--- src/rtl/sa_tile_sched.sv ---
// sa_tile_sched: walks an n-outer / m-inner tile grid and drives sa_control
// one run at a time, supplying per-run input, weight and output base addresses.
module sa_tile_sched #(
    parameter int INPUT_MEM_WIDTH  = 8,
    parameter int WEIGHT_MEM_WIDTH = 8,
    parameter int OUTPUT_MEM_WIDTH = 8,
    parameter int NUM_ROWS         = 4,
    parameter int NUM_COLS         = 4,
    parameter int TILE_CNT_WIDTH   = 4
) (
    input  logic                        clk,
    input  logic                        rst_n,
    input  logic                        i_start,
    input  logic [TILE_CNT_WIDTH-1:0]   i_tiles_m,
    input  logic [TILE_CNT_WIDTH-1:0]   i_tiles_n,
    input  logic                        i_abort,
    input  logic                        i_sa_done,
    output logic                        o_sa_start,
    output logic [INPUT_MEM_WIDTH-1:0]  o_input_base,
    output logic [WEIGHT_MEM_WIDTH-1:0] o_weight_base,
    output logic [OUTPUT_MEM_WIDTH-1:0] o_output_base,
    output logic [TILE_CNT_WIDTH-1:0]   o_tile_m,
    output logic [TILE_CNT_WIDTH-1:0]   o_tile_n,
    output logic                        o_busy,
    output logic                        o_done,
    output logic                        o_aborted
);

    localparam logic [INPUT_MEM_WIDTH-1:0] IN_STEP =
        INPUT_MEM_WIDTH'(NUM_ROWS + NUM_COLS - 1);
    localparam logic [WEIGHT_MEM_WIDTH-1:0] WT_STEP =
        WEIGHT_MEM_WIDTH'(NUM_ROWS);
    localparam logic [OUTPUT_MEM_WIDTH-1:0] OUT_STEP =
        OUTPUT_MEM_WIDTH'(NUM_COLS + 1);
    localparam logic [TILE_CNT_WIDTH-1:0] ONE = TILE_CNT_WIDTH'(1);

    typedef enum logic [2:0] {
        S_IDLE,
        S_ISSUE,
        S_WAIT_ACK,
        S_WAIT_DONE,
        S_ADVANCE,
        S_FINISH
    } state_t;

    state_t state_q;
    state_t state_d;

    logic [TILE_CNT_WIDTH-1:0] tiles_m_q;
    logic [TILE_CNT_WIDTH-1:0] tiles_n_q;
    logic                      abort_pend;
    logic                      accept;
    logic                      m_last;
    logic                      n_last;
    logic                      last_tile;

    assign m_last    = (o_tile_m == tiles_m_q - ONE);
    assign n_last    = (o_tile_n == tiles_n_q - ONE);
    assign last_tile = m_last && n_last;

    // State register
    always_ff @(posedge clk or negedge rst_n) begin
        if (!rst_n) begin
            state_q <= S_IDLE;
        end else begin
            state_q <= state_d;
        end
    end

    // Next-state decode and job accept strobe
    always_comb begin
        state_d = state_q;
        accept  = 1'b0;
        unique case (state_q)
            S_IDLE: begin
                if (i_start) begin
                    accept = 1'b1;
                    if (i_tiles_m == '0 || i_tiles_n == '0) begin
                        state_d = S_FINISH;
                    end else begin
                        state_d = S_ISSUE;
                    end
                end
            end
            S_ISSUE: begin
                state_d = S_WAIT_ACK;
            end
            S_WAIT_ACK: begin
                // done idles high; only its fall proves the run began
                if (!i_sa_done) begin
                    state_d = S_WAIT_DONE;
                end
            end
            S_WAIT_DONE: begin
                if (i_sa_done) begin
                    state_d = S_ADVANCE;
                end
            end
            S_ADVANCE: begin
                if (abort_pend || last_tile) begin
                    state_d = S_FINISH;
                end else begin
                    state_d = S_ISSUE;
                end
            end
            S_FINISH: begin
                state_d = S_IDLE;
            end
            default: begin
                state_d = S_IDLE;
            end
        endcase
    end

    // Config latch, tile indices and base address walk
    always_ff @(posedge clk or negedge rst_n) begin
        if (!rst_n) begin
            tiles_m_q     <= '0;
            tiles_n_q     <= '0;
            o_tile_m      <= '0;
            o_tile_n      <= '0;
            o_input_base  <= '0;
            o_weight_base <= '0;
            o_output_base <= '0;
        end else if (accept) begin
            tiles_m_q     <= i_tiles_m;
            tiles_n_q     <= i_tiles_n;
            o_tile_m      <= '0;
            o_tile_n      <= '0;
            o_input_base  <= '0;
            o_weight_base <= '0;
            o_output_base <= '0;
        end else if (state_q == S_ADVANCE) begin
            if (!m_last) begin
                o_tile_m     <= o_tile_m + ONE;
                o_input_base <= o_input_base + IN_STEP;
            end else begin
                o_tile_m      <= '0;
                o_input_base  <= '0;
                o_tile_n      <= o_tile_n + ONE;
                o_weight_base <= o_weight_base + WT_STEP;
            end
            o_output_base <= o_output_base + OUT_STEP;
        end
    end

    // Start pulse, busy/done/aborted status and pending abort
    always_ff @(posedge clk or negedge rst_n) begin
        if (!rst_n) begin
            o_sa_start <= 1'b0;
            o_busy     <= 1'b0;
            o_done     <= 1'b0;
            o_aborted  <= 1'b0;
            abort_pend <= 1'b0;
        end else begin
            o_sa_start <= (state_d == S_ISSUE);
            o_done     <= (state_q == S_FINISH);

            if (accept) begin
                o_busy <= 1'b1;
            end else if (state_q == S_FINISH) begin
                o_busy <= 1'b0;
            end

            if (accept) begin
                o_aborted <= 1'b0;
            end else if (state_q == S_ADVANCE && abort_pend) begin
                o_aborted <= 1'b1;
            end

            if (state_d == S_IDLE) begin
                abort_pend <= 1'b0;
            end else if (i_abort && state_q != S_IDLE) begin
                abort_pend <= 1'b1;
            end
        end
    end

endmodule

--- config.mk ---
export PLATFORM = sky130hd
export DESIGN_NAME = sa_tile_sched
export DESIGN_NICKNAME = d
export VERILOG_FILES = /design/src/rtl/sa_tile_sched.sv
export SDC_FILE = /design/constraint.sdc
export NUM_CORES = 1
export LEC_CHECK = 0
export BUFFER_PORTS_ARGS = -buffer_cell sky130_fd_sc_hd__buf_2
export CORE_ASPECT_RATIO = 1.1
export CORE_MARGIN = 4
export CORE_UTILIZATION = 35
export CTS_CLUSTER_SIZE = 8
export DETAILED_ROUTE_END_ITERATION = 8
export SLEW_MARGIN = 20
export SYNTH_ARGS = -nofsm -noshare
export SYNTH_HDL_FRONTEND = slang
export SYNTH_SLANG_ARGS = --single-unit
--- constraint.sdc ---
create_clock -name clk -period 2.25 [get_ports clk]
set_input_delay 0.225 -clock clk [delete_from_list [all_inputs] [get_ports clk]]
set_output_delay 0.225 -clock clk [all_outputs]
set_load 0.02 [all_outputs]
# After elaboration in Yosys (flattened, before gate mapping)

Cells that the tools add are included.
Widths: inputs -> output; s select.

Bits in registers: 48
Memories: 0
Memory bits (writable): 0
Memory bits (read-only): 0
Logic and storage cells: 72
Bits in latches: 0

Equal/unequal tests: 8
Multiplexer cells: 28
Reductions and logical operators: 16
Div/mod/pow operators: 0
Add/subtract/negate cells: 7
Bitwise logic cells: 0
Order comparisons: 0
Multipliers: 0
Shift-type cells: 0

Operator list:

| operator            | count |
|---|---|
| $mux 8              | 8 |
| $add 8x3->8 const B | 3 |
| $mux 4              | 6 |
| $mux 3              | 5 |
| $pmux 3 s5          | 1 |
| $reduce_bool 2->1   | 5 |
| $add 4x1->4 const B | 2 |
| $eq 4x4->1          | 2 |
| $logic_not 4->1     | 2 |
| $mux 1              | 8 |
| $sub 4x1->4 const B | 2 |
| $eq 3x1->1 const B  | 2 |
| $eq 3x2->1 const B  | 2 |
| $eq 3x3->1 const B  | 2 |
| $logic_not 3->1     | 2 |
| $logic_and 1x1->1   | 3 |
| $reduce_bool 3->1   | 1 |
| $logic_or 1x1->1    | 2 |
| $reduce_and 2->1    | 1 |

# Depth between registers and ports, before layout

Depth in word-level cells: 8
Gate-level depth with buffers: 8

# Worst setup path before layout

Ideal clock, no wire load.

Kind: reg2reg
Start: register tiles_m_q[0]
End: register o_weight_base[7]
Stages on the path, launching flop included: 9
Required time: 2172 ps
Data arrival time: 1956 ps
Clock period less this slack: 2034 ps
Setup slack: 216 ps
Path through: dfrtp_1 inv_1 ha_1 xor2_1 nand3_2 or2_1 buf_6 or4_1 a21oi_1

Word-level cells in the longest chain between the ends: 4

RTL lines:

| element                            | RTL line | text |
|---|---|---|
| from (decl)                        | 49       | `logic [TILE_CNT_WIDTH-1:0] tiles_m_q;` |
| from (signal assigned)             | 126      | `tiles_m_q <= i_tiles_m;` |
| $sub 4x1->4                        | 57       | `assign m_last = (o_tile_m == tiles_m_q - ONE);` |
| $eq 4x4->1                         | 57       |  |
| $reduce_bool 2->1 (no source line) | --       |  |
| $reduce_and 2->1 (no source line)  | --       |  |
| to (signal assigned)               | 141      | `o_weight_base <= o_weight_base + WT_STEP;` |
| to (decl)                          | 20       | `output logic [WEIGHT_MEM_WIDTH-1:0] o_weight_base,` |

No other way between the ends.
A chain may end at the register's enable or synchronous reset.

# Worst setup path in the final report

Ends and elaborated chain as after synthesis.

==> flow_summary.json <==
{
  "cts_buffers": 5,
  "max_cap_viol_count": 0,
  "post-place-ws_ns": 0.1301,
  "crit_fanout": 10,
  "stdcell_area_sq_mm": 0.002709,
  "mostFrequentLayoutCells": "dfrtp_1 (46), buf_2 (46), nand2_1 (38), nor2_1 (21), o21ai_0 (15)",
  "grt_pass1_vias": 1706,
  "synth.top_cell.area_share": 0.5108,
  "seq_power_share": 0.403,
  "comb_power_share": 0.412,
  "avgViaCountPerCell": 4.834,
  "cellPowerDensity_mw_per_mm2": 1163,
  "r2r-start": "tiles_m_q[0]$_DFFE_PN0P_",
  "p_sw_frac": 0.3986,
  "p_leak_uw": 0.001357,
  "synth_edf_count": 0,
  "dp_cells": 353,
  "synth_xor_area_frac": 0.08773,
  "fp.dieArea_sq_mm": 0.007788,
  "synth_adder_area_share": 0.03887,
  "synth_top_family_by_area": "simple AND/OR/NAND/NOR gates",
  "grt_usage": 0.1328,
  "ys_warn_count": 0,
  "synthSimpleGateAreaFrac": 0.1938,
  "setup_viol": 0,
  "fin_cells": 361,
  "hold_class": "in -> async",
  "htree_levels": 2,
  "worstSkewPairLatency_ns": 0.29,
  "drc": 0,
  "endpoint_kind": "register",
  "drt_pass1_iterations": 4,
  "r2r_slack_ns": 0.19,
  "path_clk_slew_ns": 0.08,
  "fmax_mhz": 484.3,
  "synthTopCellsByArea": "dfrtp_1 (51%), nand2_1 (6.3%), xnor2_1 (5.4%)",
  "port_buffers": 46,
  "syn_area_sq_mm": 0.002253,
  "drive_gt1_frac": 0.2456,
  "netSwitchingPower_uw": 1256,
  "ioPinCount": 49,
  "peakVddDrop_v": 0.0004249,
  "fin_skew_ns": 0.005471,
  "setup_tns_ns": 0,
  "post_cts_buffers": 0,
  "min_period_ns": 2.065,
  "startpoint_type": "register",
  "outcome": "completed",
  "worst_slack_ns": 0.1853,
  "max-clock-path-buffers": 2,
  "fin_crit_sh": 0.9177,
  "postSynthCellCount": 228,
  "synth_mux_area_frac": 0.02221,
  "rr_worst_depth": 7,
  "crit_arrival_ns": 2.29,
  "max-slew-margin-rel": 0.4935,
  "ant_nets": 0,
  "slew_viol_final": 0,
  "antenna_cells": 0,
  "finalHoldViolCount": 0,
  "die_x_microns": 84.51,
  "dpl-instance-area_sq_mm": 0.002596,
  "vias": 1745,
  "rows": 30,
  "fin_nets": 300,
  "cts_tree": "done",
  "gp_congestion": 0.7573,
  "cts_root_buffer": "clkbuf_8",
  "syn_to_final_growth_pct": 20.21,
  "wl_per_cell_microns": 13.71,
  "synth_compound_area_frac": 0.1072,
  "dp_hpwl_mm": 3.670,
  "drt_iter0_drc": 56,
  "fillCellCount": 659,
  "worstReg2RegEnd": "o_weight_base[7]$_DFFE_PN0P_",
  "rsz0062_at_grt": "false",
  "async_flop_share": 1.000,
  "core_area_sq_mm": 0.006231,
  "clkPwrFrac": 0.185,
  "ys_seq_area_frac": 0.5108,
  "crit_required_ns": 2.47,
  "ys.flop_type": "dfrtp_1",
  "grt_max_degree": 47,
  "synth.largest_area_cell": "dfrtp_1",
  "die-height_microns": 92.16,
  "grt-ovfl-total": 0,
  "worstMarginPinSlew_ns": 0.7518,
  "cts_sinks": 46,
  "grt_antenna_before_repair": 0,
  "grt_pass1_wl_mm": 8.342,
  "critical_path_class": "reg -> reg",
  "avgSynthCellArea_sq_um": 9.883,
  "synth-seq-cells": 46,
  "internal-power_uw": 1895,
  "yosysUniqueCellTypes": 41,
  "routed_wl_mm": 4.949,
  "start_util": 0.3616
}
==> worst max path at each step <==
stage | from | end | slack [ns] | cells after the start
2_1_floorplan | tiles_m_q[0]$_DFFE_PN0P_ | o_weight_base[7]$_DFFE_PN0P_ | 0.22 | 8
3_3_place_gp | tiles_m_q[0]$_DFFE_PN0P_ | o_weight_base[7]$_DFFE_PN0P_ | 0.18 | 7
3_5_place_dp | tiles_m_q[0]$_DFFE_PN0P_ | o_weight_base[7]$_DFFE_PN0P_ | 0.13 | 7
4_1_cts | tiles_m_q[0]$_DFFE_PN0P_ | o_weight_base[7]$_DFFE_PN0P_ | 0.11 | 7
5_1_grt | tiles_m_q[0]$_DFFE_PN0P_ | o_weight_base[7]$_DFFE_PN0P_ | 0.05 | 7
6_report | tiles_m_q[0]$_DFFE_PN0P_ | o_weight_base[7]$_DFFE_PN0P_ | 0.19 | 7
==> cells in the mapped netlist, drive strengths merged (6+ instances only) <==
cell type,count
nor3,7
xnor2,14
a21oi,8
nand3,7
dfrtp,46
nand2,38
inv,7
clkbuf,6
o21ai,16
xor2,6
nor2,21
ha,7
==> stage by stage <==
step	hold WS (ns)	util	total power [uW]
6_report	0.005786	0.4347	3151
3_5_place_dp	0.3642	0.4167	2596
5_1_grt	0.07038	0.4347	3392
4_1_cts	0.03827	0.4343	3186
3_3_place_gp	0.3605	0.4167	2564
2_1_floorplan	-0.07059	-	2188
==> power by group through the flow <==
stage                     Clock, uW  Combinational (uW)  Sequential (uW)
after floorplan                   0                 811             1380
after global placement            0                1280             1280
after detailed placement          0                1310             1290
after CTS                       603                1310             1270
after global routing            640                1440             1310
final                           582                1300             1270
==> per-layer routing <==
metal,global-route usage,vias up,part of all wire
met2,0.2076,35,0.47
met5,0,-,0
met1,0.1830,826,0.47
met4,0.03562,0,0.011
li1,-,878,-
met3,0.03324,6,0.047
==> area by class of cell <==
cell class | instances | area [sq um] | area share
Clock buffer | 8 | 110.1 | 0.04065
Inverter | 7 | 26.28 | 0.009700
Multi-Input combinational cell | 165 | 1023 | 0.3778
Sequential cell | 46 | 1151 | 0.4249
Tap cell | 80 | 100.1 | 0.03695
Timing Repair Buffer | 55 | 297.8 | 0.1099
==> repair_timing <==
action                     CTS  global route
setup endpoints to repair    0             1
gates resized for setup      0             1
hold buffers                 0             0
==> registers in the layout, summed over array words and instances, names as in the netlist <==
register / flops
o_sa_start: 1
abort_pend: 1
o_done: 1
o_weight_base: 6
o_aborted: 1
o_tile_n: 4
o_output_base: 8
o_input_base: 8
tiles_m_q: 4
state_q: 3
tiles_n_q: 4
o_tile_m: 4
o_busy: 1
==> logic make-up after synthesis <==
kind of cell               Yosys count
DFF                                 46
muxes                                5
adders and majority gates            7
xor gates and xnor gates            21
buffers and inverters               18
AOI/OAI and AO/OA                   39
other                                1
and+or+nand+nor                     91
==> critical path: stages (launching register included) <==
cell     delay [ns]
dfrtp_1        0.39
inv_1          0.07
ha_1           0.30
xor2_1         0.18
nand3_2        0.12
or2_4          0.28
or4_1          0.50
a21oi_1        0.15
(Power assumes the default switching activity.)
